**src/rtl/alu_share_arbiter.sv**
```systemverilog
// Shares one combinational ALU between two valid/ready requesters.
// A round-robin pointer breaks ties; operands and result are registered around the ALU.
module alu_share_arbiter #(
  parameter int WIDTH = 32,
  parameter int OPW   = 3
) (
  input  logic             clk,
  input  logic             rst_n,
  input  logic             s0_req_valid,
  output logic             s0_req_ready,
  input  logic [WIDTH-1:0] s0_a,
  input  logic [WIDTH-1:0] s0_b,
  input  logic [OPW-1:0]   s0_op,
  output logic             s0_rsp_valid,
  input  logic             s0_rsp_ready,
  output logic [WIDTH-1:0] s0_rsp_y,
  input  logic             s1_req_valid,
  output logic             s1_req_ready,
  input  logic [WIDTH-1:0] s1_a,
  input  logic [WIDTH-1:0] s1_b,
  input  logic [OPW-1:0]   s1_op,
  output logic             s1_rsp_valid,
  input  logic             s1_rsp_ready,
  output logic [WIDTH-1:0] s1_rsp_y,
  output logic [WIDTH-1:0] alu_a,
  output logic [WIDTH-1:0] alu_b,
  output logic [OPW-1:0]   alu_op,
  input  logic [WIDTH-1:0] alu_y,
  output logic             busy
);

  typedef enum logic [1:0] {
    IDLE = 2'd0,
    EXEC = 2'd1,
    RESP = 2'd2
  } state_t;

  state_t           state_r;
  logic             gnt_r;
  logic             ptr_r;
  logic [WIDTH-1:0] alu_a_r;
  logic [WIDTH-1:0] alu_b_r;
  logic [OPW-1:0]   alu_op_r;
  logic [WIDTH-1:0] rsp_y_r;
  logic [1:0]       rsp_valid_r;
  logic             busy_r;

  logic             winner_s;
  logic             idle_s;
  logic             hs_s;
  logic             sel_rsp_ready_s;

  // Winner selection: a lone requester always wins, ptr breaks a tie.
  always_comb begin
    winner_s = ptr_r;
    if (s0_req_valid && s1_req_valid) begin
      winner_s = ptr_r;
    end else if (s0_req_valid) begin
      winner_s = 1'b0;
    end else if (s1_req_valid) begin
      winner_s = 1'b1;
    end else begin
      winner_s = ptr_r;
    end
  end

  assign idle_s          = (state_r == IDLE);
  assign s0_req_ready    = idle_s && s0_req_valid && (winner_s == 1'b0);
  assign s1_req_ready    = idle_s && s1_req_valid && (winner_s == 1'b1);
  assign hs_s            = s0_req_ready || s1_req_ready;
  assign sel_rsp_ready_s = gnt_r ? s1_rsp_ready : s0_rsp_ready;

  // Arbitration FSM; busy and rsp_valid are registered alongside the state.
  always_ff @(posedge clk or negedge rst_n) begin
    if (!rst_n) begin
      state_r     <= IDLE;
      gnt_r       <= 1'b0;
      ptr_r       <= 1'b0;
      alu_a_r     <= '0;
      alu_b_r     <= '0;
      alu_op_r    <= '0;
      rsp_y_r     <= '0;
      rsp_valid_r <= 2'b00;
      busy_r      <= 1'b0;
    end else begin
      case (state_r)
        IDLE: begin
          if (hs_s) begin
            gnt_r    <= winner_s;
            alu_a_r  <= winner_s ? s1_a  : s0_a;
            alu_b_r  <= winner_s ? s1_b  : s0_b;
            alu_op_r <= winner_s ? s1_op : s0_op;
            state_r  <= EXEC;
            busy_r   <= 1'b1;
          end else begin
            state_r  <= IDLE;
          end
        end
        EXEC: begin
          rsp_y_r     <= alu_y;
          rsp_valid_r <= gnt_r ? 2'b10 : 2'b01;
          state_r     <= RESP;
        end
        RESP: begin
          // Result and valid stay frozen until the granted port takes them.
          if (sel_rsp_ready_s) begin
            rsp_valid_r <= 2'b00;
            busy_r      <= 1'b0;
            ptr_r       <= ~gnt_r;
            state_r     <= IDLE;
          end else begin
            state_r     <= RESP;
          end
        end
        default: begin
          rsp_valid_r <= 2'b00;
          busy_r      <= 1'b0;
          state_r     <= IDLE;
        end
      endcase
    end
  end

  assign alu_a        = alu_a_r;
  assign alu_b        = alu_b_r;
  assign alu_op       = alu_op_r;
  assign s0_rsp_valid = rsp_valid_r[0];
  assign s1_rsp_valid = rsp_valid_r[1];
  assign s0_rsp_y     = rsp_y_r;
  assign s1_rsp_y     = rsp_y_r;
  assign busy         = busy_r;

endmodule

```
**config.mk**
```make
export PLATFORM = sky130hd
export DESIGN_NAME = alu_share_arbiter
export DESIGN_NICKNAME = d
export VERILOG_FILES = /design/src/rtl/alu_share_arbiter.sv
export SDC_FILE = /design/constraint.sdc
export NUM_CORES = 1
export LEC_CHECK = 0
export ABC_AREA = 1
export CORE_AREA = 10 10 131 133
export CTS_CLUSTER_SIZE = 12
export DETAILED_ROUTE_END_ITERATION = 16
export DIE_AREA = 0 0 141 143
export HOLD_SLACK_MARGIN = 0.1
export PLACE_DENSITY_LB_ADDON = 0.1
export SLEW_MARGIN = 20
export SYNTH_ARGS = -nofsm -noshare
export SYNTH_HDL_FRONTEND = slang
export SYNTH_SLANG_ARGS = --single-unit
```
**constraint.sdc**
```tcl
create_clock -name clk -period 1.5 [get_ports clk]
set_clock_uncertainty 0.1 [all_clocks]
set_input_delay 0.15 -clock clk [delete_from_list [all_inputs] [get_ports clk]]
set_output_delay 0.15 -clock clk [all_outputs]
set_load 0.05 [all_outputs]
```
==> impl_metrics.csv, run 1 <==
group,metric,value,unit
worst_setup_path,critPathMaxFanout,4,
clock_tree,clock-sinks,106,
worst_setup_path,crit_type,"flip-flop to primary output",
power,pwr-share-seq,22.1,%
global_route,grt_use_total,20.3,%
worst_setup_path,cp.required,1.25,ns
global_route,gr-total-overflow,0,
clock_tree,cts_tree,"built",
final_layout,final_cell_mix,"310 x nand2_1, 170 x clkdlybuf4s50_1, 151 x buf_12",
sta,slew_headroom,80.2,%
power,p_sw_share,48.1,%
route,ant_nets,0,
sta,setup_viol,2,
sta,tightest_slew,0.296,ns
clock_tree,cts-htree-levels,3,
worst_setup_path,cp-end-kind,"primary output",
sta,finalHoldViolCount,0,
power,p_clk_share,8.0,%
placement,hpwl,16700,µm
synthesis,synthesis.nets,954,
final_layout,design_area,10600,µm²
power,fin_total_pwr,28.0,mW
placement,placed_area,10200,µm²
worst_setup_path,cp-start-kind,"flip-flop",
route,drc_errors,0,
outcome,status,"complete, but fails checks",
min_path,hp-class,"input pin to async pin",
synthesis,syn_inst,782,
worst_setup_path,cp.arrival,1.33,ns
route,vias,5789,
power,internal_power,14.6,mW
placement,place_ws,-0.197,ns
synthesis,syn_avg_cell_area,7.08,µm²
route,wl_per_cell,17.0,µm
route,drt-total-wl,21200,µm
global_route,antenna_found_initial,0,
floorplanning,die_y,143,µm
final_layout,area_growth,91.5,%
sta,layout_min_cycle_time,1.58,ns
power,p_switching,13.5,mW
clock_tree,cts_inserted_buffers,9,
global_route,grt_first_pass_wirelength,32400,µm
placement,portBuffers,307,
floorplanning,die_w,141,µm
flow_run,cap_violations,0,
synthesis,ys_seq_area_share,47.9,%
synthesis,synth_fa_ha_area_share,0,%
outcome,violations,"negative setup slack",
sta,rsz0062_at_grt,"true",
global_route,grt_pass1_vias,5826,
floorplanning,initial_core_util,38.4,%
final_layout,final_layout_size_suffix_gt1_share,18.7,%
final_layout,nNetsFinal,1236,
sta,setup_slack,-0.0806,ns
synthesis,synth_compound_area_share,0.339,%
synthesis,yosys-mux-area-fraction,0,%
synthesis,synth_xor_xnor_area_share,0,%
power,vdd_drop_max,1200,µV
synthesis,synth_top_family_by_area,"simple AND/OR/NAND/NOR gates",
sta,final_max_slew_viol_count,0,
synthesis,yosys.area_share.simple,34.3,%
synthesis,synth_cell_types,14,
final_layout,final_common_cell,"nand2_1",
route,drtIter0Drc,321,
placement,place_congestion,0.864,
clock_tree,clk_latency,0.35,ns
clock_tree,clk_path_buf_depth,2,
global_route,grt_max_degree,38,
floorplanning,io_pins,308,
power,leakagePower,5.57,nW
synthesis,yosys_warnings,0,
power,power_density,2640,nW/µm²
clock_tree,clkTransAtPathRegs,0.07,ns
sta,setup_tns,-0.141,ns
floorplanning,fp-row-count,44,
synthesis,synth_seq_cells,106,
floorplanning,core,14400,µm²
power,p_comb_share,70.0,%
route,viasPerCell,4.62,
sta,max_freq,633,MHz
clock_tree,root_buffer,"clkbuf_16",
route,first_pass_iters,4,
sta,finalCritPeriodShare,105,%
final_layout,diodes,0,
synthesis,syn_area,5540,µm²
floorplanning,die_area,20200,µm²
-- metrics by stage --
stage                     cells  hold WS [ns]  util, %
after floorplan             782        -0.246        -
after global placement     1226       -0.0415     70.5
after detailed placement   1226       -0.0437     70.5
after CTS                  1251         0.122     73.3
after global routing       1252         0.142     73.5
final                      1252         0.141     73.5
-- repair_timing --
action | in CTS | in global routing
endpoints found under the hold margin | 106 | 0
gates cloned | 1 | 1
pin swaps | 3 | 2
hold buffers | 1 | 0
endpoints found under the setup margin | 4 | 32
buffers inserted | 9 | 1
resized for setup | 10 | 2
-- final cells by class --
type | instances | area (µm²)
clock inverters | 3 | 15.0
multi-input cells | 460 | 1960
inverters | 143 | 542
fillers | 1098 | 3820
repair buffers | 344 | 4950
well taps | 184 | 230
flip-flops and latches | 106 | 2650
clock buffers | 12 | 256
-- sequential cells by signal, indices dropped and copies added, names as in the netlist --
| signal | cells |
|---|---|
| ptr_r | 1 |
| busy | 1 |
| gnt_r | 1 |
| alu_b | 32 |
| alu_a | 32 |
| alu_op | 3 |
| state_r | 2 |
| s0_rsp_y | 32 |
| rsp_valid_r | 2 |
-- cell families (layout without fill, tap and decap cells) --
kind of cell / Yosys count / after routing
buffers and inverters: 216 / 502
and+or+nand+nor: 457 / 457
AOI/OAI and AO/OA: 3 / 3
DFF: 106 / 106
-- cells in the mapped netlist --
| cell | count | area, µm² |
|---|---|---|
| dfrtp_1 | 106 | 2650 |
| nor2_1 | 4 | 15.0 |
| a21oi_1 | 2 | 10.0 |
| inv_1 | 140 | 526 |
| buf_4 | 36 | 270 |
| nand2_2 | 3 | 18.8 |
| nor2_2 | 1 | 6.26 |
| o21ai_2 | 1 | 8.76 |
| clkbuf_1 | 19 | 71.3 |
| inv_2 | 3 | 11.3 |
| nand3_1 | 136 | 681 |
| buf_2 | 18 | 90.1 |
| nand2_1 | 312 | 1170 |
| nor3_1 | 1 | 5.00 |
-- metal layers --
layer / GRT usage, % / vias to the layer above / share of wire [%]
li1: - / 2854 / -
met1: 21.9 / 2683 / 38
met2: 35.4 / 227 / 50
met3: 7.99 / 25 / 9.1
met4: 7.28 / 0 / 2.1
met5: 0 / - / 0
-- power groups by stage --
stage                     registers [mW]  logic [mW]  clock network [mW]
final                               6.19        19.6                2.23
after global routing                6.38        20.6                2.42
after CTS                           6.21        19.7                2.30
after detailed placement            6.24        19.4                   0
after global placement              6.17        19.3                   0
after floorplan                     9.93        5.46                   0
-- worst max-delay path, cell delays in order (launching register included) --
cell	delay, ns
dfrtp_1	0.40
nand2_2	0.08
nand2_4	0.08
buf_12	0.14
nor2_4	0.13
buf_12	0.15
-- worst paths after layout --
check / startpoint / to / slack [ns] / cells past startpoint
max reg2reg: state_r[0]$_DFF_PN0_ / alu_b[23]$_DFFE_PN0P_ / 0.09 / 7
min in group clk: alu_y[13] / s0_rsp_y[13]$_DFFE_PN0N_ / 0.23 / 3
max in group asynchronous: rst_n / s0_rsp_y[19]$_DFFE_PN0N_ / 0.68 / 3
min: rst_n / alu_b[11]$_DFFE_PN0P_ / 0.14 / 2
min reg2reg: rsp_valid_r[1]$_DFFE_PN0P_ / rsp_valid_r[1]$_DFFE_PN0P_ / 0.43 / 2
max: ptr_r$_DFFE_PN0P_ / s0_req_ready / -0.08 / 5
No activity file was read; power rests on OpenSTA's default activity.
==> inputs of run 2 (changes only) <==
--- a/config.mk
+++ b/config.mk
@@ -12,6 +12,7 @@
 export DIE_AREA = 0 0 141 143
 export HOLD_SLACK_MARGIN = 0.1
 export PLACE_DENSITY_LB_ADDON = 0.1
+export SKIP_CTS_REPAIR_TIMING = 1
 export SLEW_MARGIN = 20
 export SYNTH_ARGS = -nofsm -noshare
 export SYNTH_HDL_FRONTEND = slang
==> run 2 against run 1 <==
Net effect: the run still ends with negative setup slack left; critical path depth is the same; register-to-register slack lost 0.04 ns; via count shrank 0.16%; clock power is essentially flat; sequential share of layout area is essentially flat; clock-buffer cell count is the same; sequential power is essentially flat; global-route usage shrank 0.36 points; fmax shrank 4.1%.
==> impl_metrics.csv, run 2 (synthesized netlist as in run 1, its figures left out) <==
group,metric,value,unit
outcome,status,"complete, but fails checks",
outcome,violations,"negative setup slack",
route,ant_nets,0,
sta,setup_slack,-0.148,ns
sta,finalCritPeriodShare,110,%
sta,setup_viol,2,
clock_tree,clk_path_buf_depth,2,
floorplanning,fp-row-count,44,
sta,layout_min_cycle_time,1.65,ns
route,vias,5780,
flow_run,cap_violations,0,
global_route,grt_first_pass_wirelength,31900,µm
final_layout,final_cell_count_no_fill,1252,
power,vdd_drop_max,1200,µV
clock_tree,clk_latency,0.35,ns
placement,dpl.cell_count,1226,
worst_setup_path,cp-start-kind,"flip-flop",
power,leakagePower,5.57,nW
clock_tree,clock-sinks,106,
route,wl_per_cell,16.9,µm
sta,finalHoldViolCount,0,
global_route,gr-total-overflow,0,
final_layout,final_layout_size_suffix_gt1_share,18.7,%
worst_setup_path,r2r_end,"alu_a[5]$_DFFE_PN0P_",
floorplanning,die_w,141,µm
clock_tree,root_buffer,"clkbuf_16",
floorplanning,core,14400,µm²
floorplanning,die_area,20200,µm²
power,fin_total_pwr,28.1,mW
clock_tree,cts-htree-levels,3,
power,p_clk_share,8.0,%
final_layout,diodes,0,
final_layout,nFillCells,1103,
worst_setup_path,cp.arrival,1.40,ns
sta,final_max_slew_viol_count,0,
route,drc_errors,0,
sta,slew_headroom,80.6,%
power,p_comb_share,69.9,%
placement,place_congestion,0.864,
final_layout,regArea,2660,µm²
power,p_sw_share,48.1,%
global_route,grt_max_degree,38,
global_route,grt_pass1_vias,5713,
floorplanning,initial_core_util,38.4,%
power,internal_power,14.6,mW
worst_setup_path,cp-end-kind,"primary output",
placement,portBuffers,307,
final_layout,final_common_cell,"nand2_1",
min_path,hp-class,"input pin to async pin",
power,pwr-share-seq,22.1,%
worst_setup_path,r2r_slack,0.05,ns
clock_tree,cts_tree,"built",
power,power_density,2650,nW/µm²
final_layout,multiInputGateArea,1960,µm²
clock_tree,cts_inserted_buffers,9,
sta,tightest_slew,0.291,ns
route,drt-total-wl,21200,µm
final_layout,nNetsFinal,1236,
clock_tree,clkTransAtPathRegs,0.07,ns
final_layout,utilization,73.5,%
sta,setup_tns,-0.254,ns
sta,rsz0062_at_grt,"true",
route,drtIter0Drc,323,
route,viasPerCell,4.62,
global_route,antenna_found_initial,0,
placement,place_ws,-0.197,ns
worst_setup_path,cp.required,1.25,ns
worst_setup_path,critPathMaxFanout,3,
floorplanning,die_y,143,µm
floorplanning,io_pins,308,
global_route,grt_use_total,19.9,%
final_layout,area_growth,91.5,%
worst_setup_path,crit_type,"flip-flop to primary output",
route,first_pass_iters,4,
sta,max_freq,607,MHz
placement,hpwl,16700,µm
power,p_switching,13.5,mW
worst_setup_path,r2r_cells,6,
worst_setup_path,r2r-start,"state_r[0]$_DFF_PN0_",
final_layout,final_cell_mix,"311 x nand2_1, 170 x clkdlybuf4s50_1, 151 x buf_12",
run 2: cell types whose count changed in the layout (fill, tap and decap cells not counted), moves of 2 or more:
| cell | delta |
|---|---|
| buf_4 | -3 |
| buf_6 | +3 |
| dfrtp_1 | -2 |
| dfrtp_2 | +2 |
| inv_4 | -2 |
run 2: layout make-up:
cell class              instances  area share, %
clock buffers                  12           2.42
clock inverters                 3          0.142
inverters                     143           5.06
multi-input cells             460           18.5
flip-flops and latches        106           25.0
well taps                     184           2.17
repair buffers                344           46.7
run 2: power by group through the flow:
stage,clock network (mW),registers [mW],logic [mW]
2_1_floorplan,0,9.93,5.46
3_3_place_gp,0,6.17,19.3
3_5_place_dp,0,6.24,19.4
4_1_cts,2.30,6.21,19.5
5_1_grt,2.42,6.39,20.6
6_report,2.24,6.20,19.6
run 2: worst max-delay path, stage by stage (launching register included):
cell	delay (ns)
dfrtp_2	0.43
nor2_4	0.16
o21ai_4	0.09
buf_6	0.13
nor2_4	0.09
buf_12	0.15
run 2: how the worst max path moves through the flow:
stage	cells past startpoint	end	slack (ns)	startpoint
final	5	s1_req_ready	-0.15	state_r[0]$_DFF_PN0_
after CTS	5	s1_req_ready	-0.35	state_r[1]$_DFF_PN0_
after global placement	7	alu_a[10]$_DFFE_PN0P_	-0.16	s0_req_valid
after global routing	5	s1_req_ready	-0.19	state_r[0]$_DFF_PN0_
after detailed placement	7	alu_a[5]$_DFFE_PN0P_	-0.20	s0_req_valid
after floorplan	4	s1_req_ready	-0.07	state_r[1]$_DFF_PN0_
run 2: layer usage:
| metal | track usage, % | up-vias | share of wire (%) |
|---|---|---|---|
| li1 | - | 2856 | - |
| met1 | 21.7 | 2663 | 38 |
| met2 | 34.4 | 236 | 51 |
| met3 | 7.93 | 25 | 9.6 |
| met4 | 7.23 | 0 | 2.1 |
| met5 | 0 | - | 0 |
run 2: per-stage QoR:
step | hold slack (ns) | cell area, µm²
2_1_floorplan | -0.246 | 5540
3_3_place_gp | -0.0415 | 10200
3_5_place_dp | -0.0437 | 10200
4_1_cts | -0.421 | 10400
5_1_grt | 0.145 | 10600
6_report | 0.137 | 10600
==> inputs of run 3 (changes only) <==
--- a/config.mk
+++ b/config.mk
@@ -6,10 +6,11 @@
 export NUM_CORES = 1
 export LEC_CHECK = 0
 export ABC_AREA = 1
-export CORE_AREA = 10 10 131 133
+export CORE_AREA = 4 4 125 127
 export CTS_CLUSTER_SIZE = 12
 export DETAILED_ROUTE_END_ITERATION = 16
-export DIE_AREA = 0 0 141 143
+export DIE_AREA = 0 0 129 131
+export GPL_TIMING_DRIVEN = 0
 export HOLD_SLACK_MARGIN = 0.1
 export PLACE_DENSITY_LB_ADDON = 0.1
 export SKIP_CTS_REPAIR_TIMING = 1
==> run 3 against run 2 <==
Net effect: the run still ends with negative setup slack left; global-route usage is 1.3 points higher; register-to-register slack lost 0.08 ns; die area decreased by 16%; non-clock buffer count up 47; power is 17% lower; cell area is 9.4% lower; critical endpoint unchanged.
==> impl_metrics.csv, run 3 (synthesized netlist as in run 1, its figures left out) <==
group,metric,value,unit
worst_setup_path,critPathLaunch,"state_r[1]$_DFF_PN0_",
final_layout,final_common_cell,"nand2_1",
worst_setup_path,critPathMaxFanout,10,
floorplanning,io_pins,308,
route,vias,5851,
sta,layout_min_cycle_time,1.76,ns
clock_tree,clk_latency,0.35,ns
placement,dpl.cell_count,1274,
min_path,hp-class,"input pin to flip-flop",
floorplanning,fp-row-count,44,
sta,max_freq,567,MHz
power,power_density,2430,nW/µm²
worst_setup_path,crit_type,"flip-flop to primary output",
placement,portBuffers,307,
worst_setup_path,path_cells,"nor2_4, o21ai_4, buf_4, nor2_2, buf_6",
clock_tree,clock-sinks,106,
route,drtIter0Drc,210,
sta,hold-worst-slack,0.108,ns
global_route,grt_pass1_vias,5468,
sta,tightest_slew,0.595,ns
outcome,violations,"negative setup slack",
final_layout,nNetsFinal,1283,
final_layout,final_layout_size_suffix_gt1_share,13.4,%
floorplanning,initial_core_util,38.4,%
worst_setup_path,slowest_stage,"dfrtp_2",
global_route,antenna_found_initial,0,
worst_setup_path,r2r_slack,-0.03,ns
flow_run,cap_violations,0,
placement,hpwl,14400,µm
sta,finalCritPeriodShare,117,%
outcome,status,"complete, but fails checks",
floorplanning,die_area,16900,µm²
worst_setup_path,cp.required,1.25,ns
power,leakagePower,6.17,nW
worst_setup_path,r2r_cells,7,
final_layout,final_cell_count_no_fill,1300,
worst_setup_path,cp-start-kind,"flip-flop",
clock_tree,cts-htree-levels,3,
floorplanning,die_y,131,µm
route,wl_per_cell,14.5,µm
final_layout,area_growth,73.4,%
global_route,grt_max_degree,62,
route,viasPerCell,4.50,
global_route,grt_first_pass_wirelength,28000,µm
sta,setup_slack,-0.262,ns
sta,setup_viol,4,
worst_setup_path,r2r-start,"ptr_r$_DFFE_PN0P_",
final_layout,final_cell_mix,"312 x nand2_1, 169 x clkdlybuf4s50_1, 140 x inv_1",
sta,setup_tns,-0.467,ns
placement,place_ws,-1.06,ns
power,fin_total_pwr,23.4,mW
final_layout,diodes,0,
sta,final_max_slew_viol_count,0,
sta,finalHoldViolCount,0,
floorplanning,die_w,129,µm
clock_tree,clkTransAtPathRegs,0.08,ns
worst_setup_path,cp-end-kind,"primary output",
global_route,grt_use_total,21.2,%
clock_tree,cts_tree,"built",
sta,slew_headroom,60.3,%
worst_setup_path,r2r_end,"alu_a[7]$_DFFE_PN0P_",
route,drt-total-wl,18900,µm
clock_tree,clk_path_buf_depth,2,
worst_setup_path,cp.arrival,1.51,ns
worst_setup_path,worstSetupEndpoint,"s1_req_ready",
clock_tree,root_buffer,"clkbuf_16",
route,drc_errors,0,
clock_tree,cts_inserted_buffers,9,
sta,rsz0062_at_grt,"true",
placement,place_congestion,0.812,
power,vdd_drop_max,961,µV
worst_setup_path,cpPeakStageDelay,0.44,ns
route,ant_nets,0,
route,first_pass_iters,4,
global_route,gr-total-overflow,0,
floorplanning,core,14400,µm²
## run 3: changes by cell type in the layout (fill, tap and decap cells not counted), sizes merged, moves of 2 or more
cell,before,now
clkbuf,14,63
dlymetal6s2s,0,101
buf,171,67
inv,143,145
## run 3: through the flow
step	utilization, %	instance area (µm²)
after floorplan	-	5540
after global placement	61.3	8840
after detailed placement	61.5	8870
after CTS	63.6	9180
after global routing	66.6	9600
final	66.6	9600
## run 3: critical path: cells and delay by family (launching register included)
kind                   cells  cell delay (ns)
buffers and inverters      2             0.36
DFF                        1             0.44
and+or+nand+nor            2             0.26
AOI/OAI and AO/OA          1             0.09
## run 3: worst min path at each step
stage                               start  depth (start not counted)                         end  slack [ns]
4_1_cts                             rst_n                          1       alu_b[14]$_DFFE_PN0P_       -0.37
3_3_place_gp   rsp_valid_r[1]$_DFFE_PN0P_                          2  rsp_valid_r[1]$_DFFE_PN0P_        0.36
2_1_floorplan                       rst_n                          0        alu_a[0]$_DFFE_PN0P_       -0.25
6_report                     s1_req_valid                          3           gnt_r$_DFFE_PN0P_        0.11
3_5_place_dp                        rst_n                          1       alu_b[16]$_DFFE_PN0P_        0.01
5_1_grt                      s1_req_valid                          3           gnt_r$_DFFE_PN0P_        0.17
## run 3: final cells by class
type	count	area, µm²
Sequential cell	106	2660
Fill cell	1308	4820
Multi-Input combinational cell	460	1980
Tap cell	184	230
Clock inverter	6	72.6
Inverter	143	549
Clock buffer	10	229
Timing Repair Buffer	318	3330
Buffer	73	556
## run 3: layer usage
metal	vias up	part of all wire, %	GRT usage [%]
li1	2953	-	-
met1	2659	40	25.5
met2	214	49	35.9
met3	25	9.5	6.99
met4	0	2.0	7.41
met5	-	0	0
## run 3: where the power goes
part | switching, mW | internal (mW) | total [mW]
Sequential | 0.867 | 4.32 | 5.19
Clock | 1.13 | 1.32 | 2.44
Combinational | 10.5 | 5.21 | 15.7
Total | 12.5 | 10.8 | 23.4
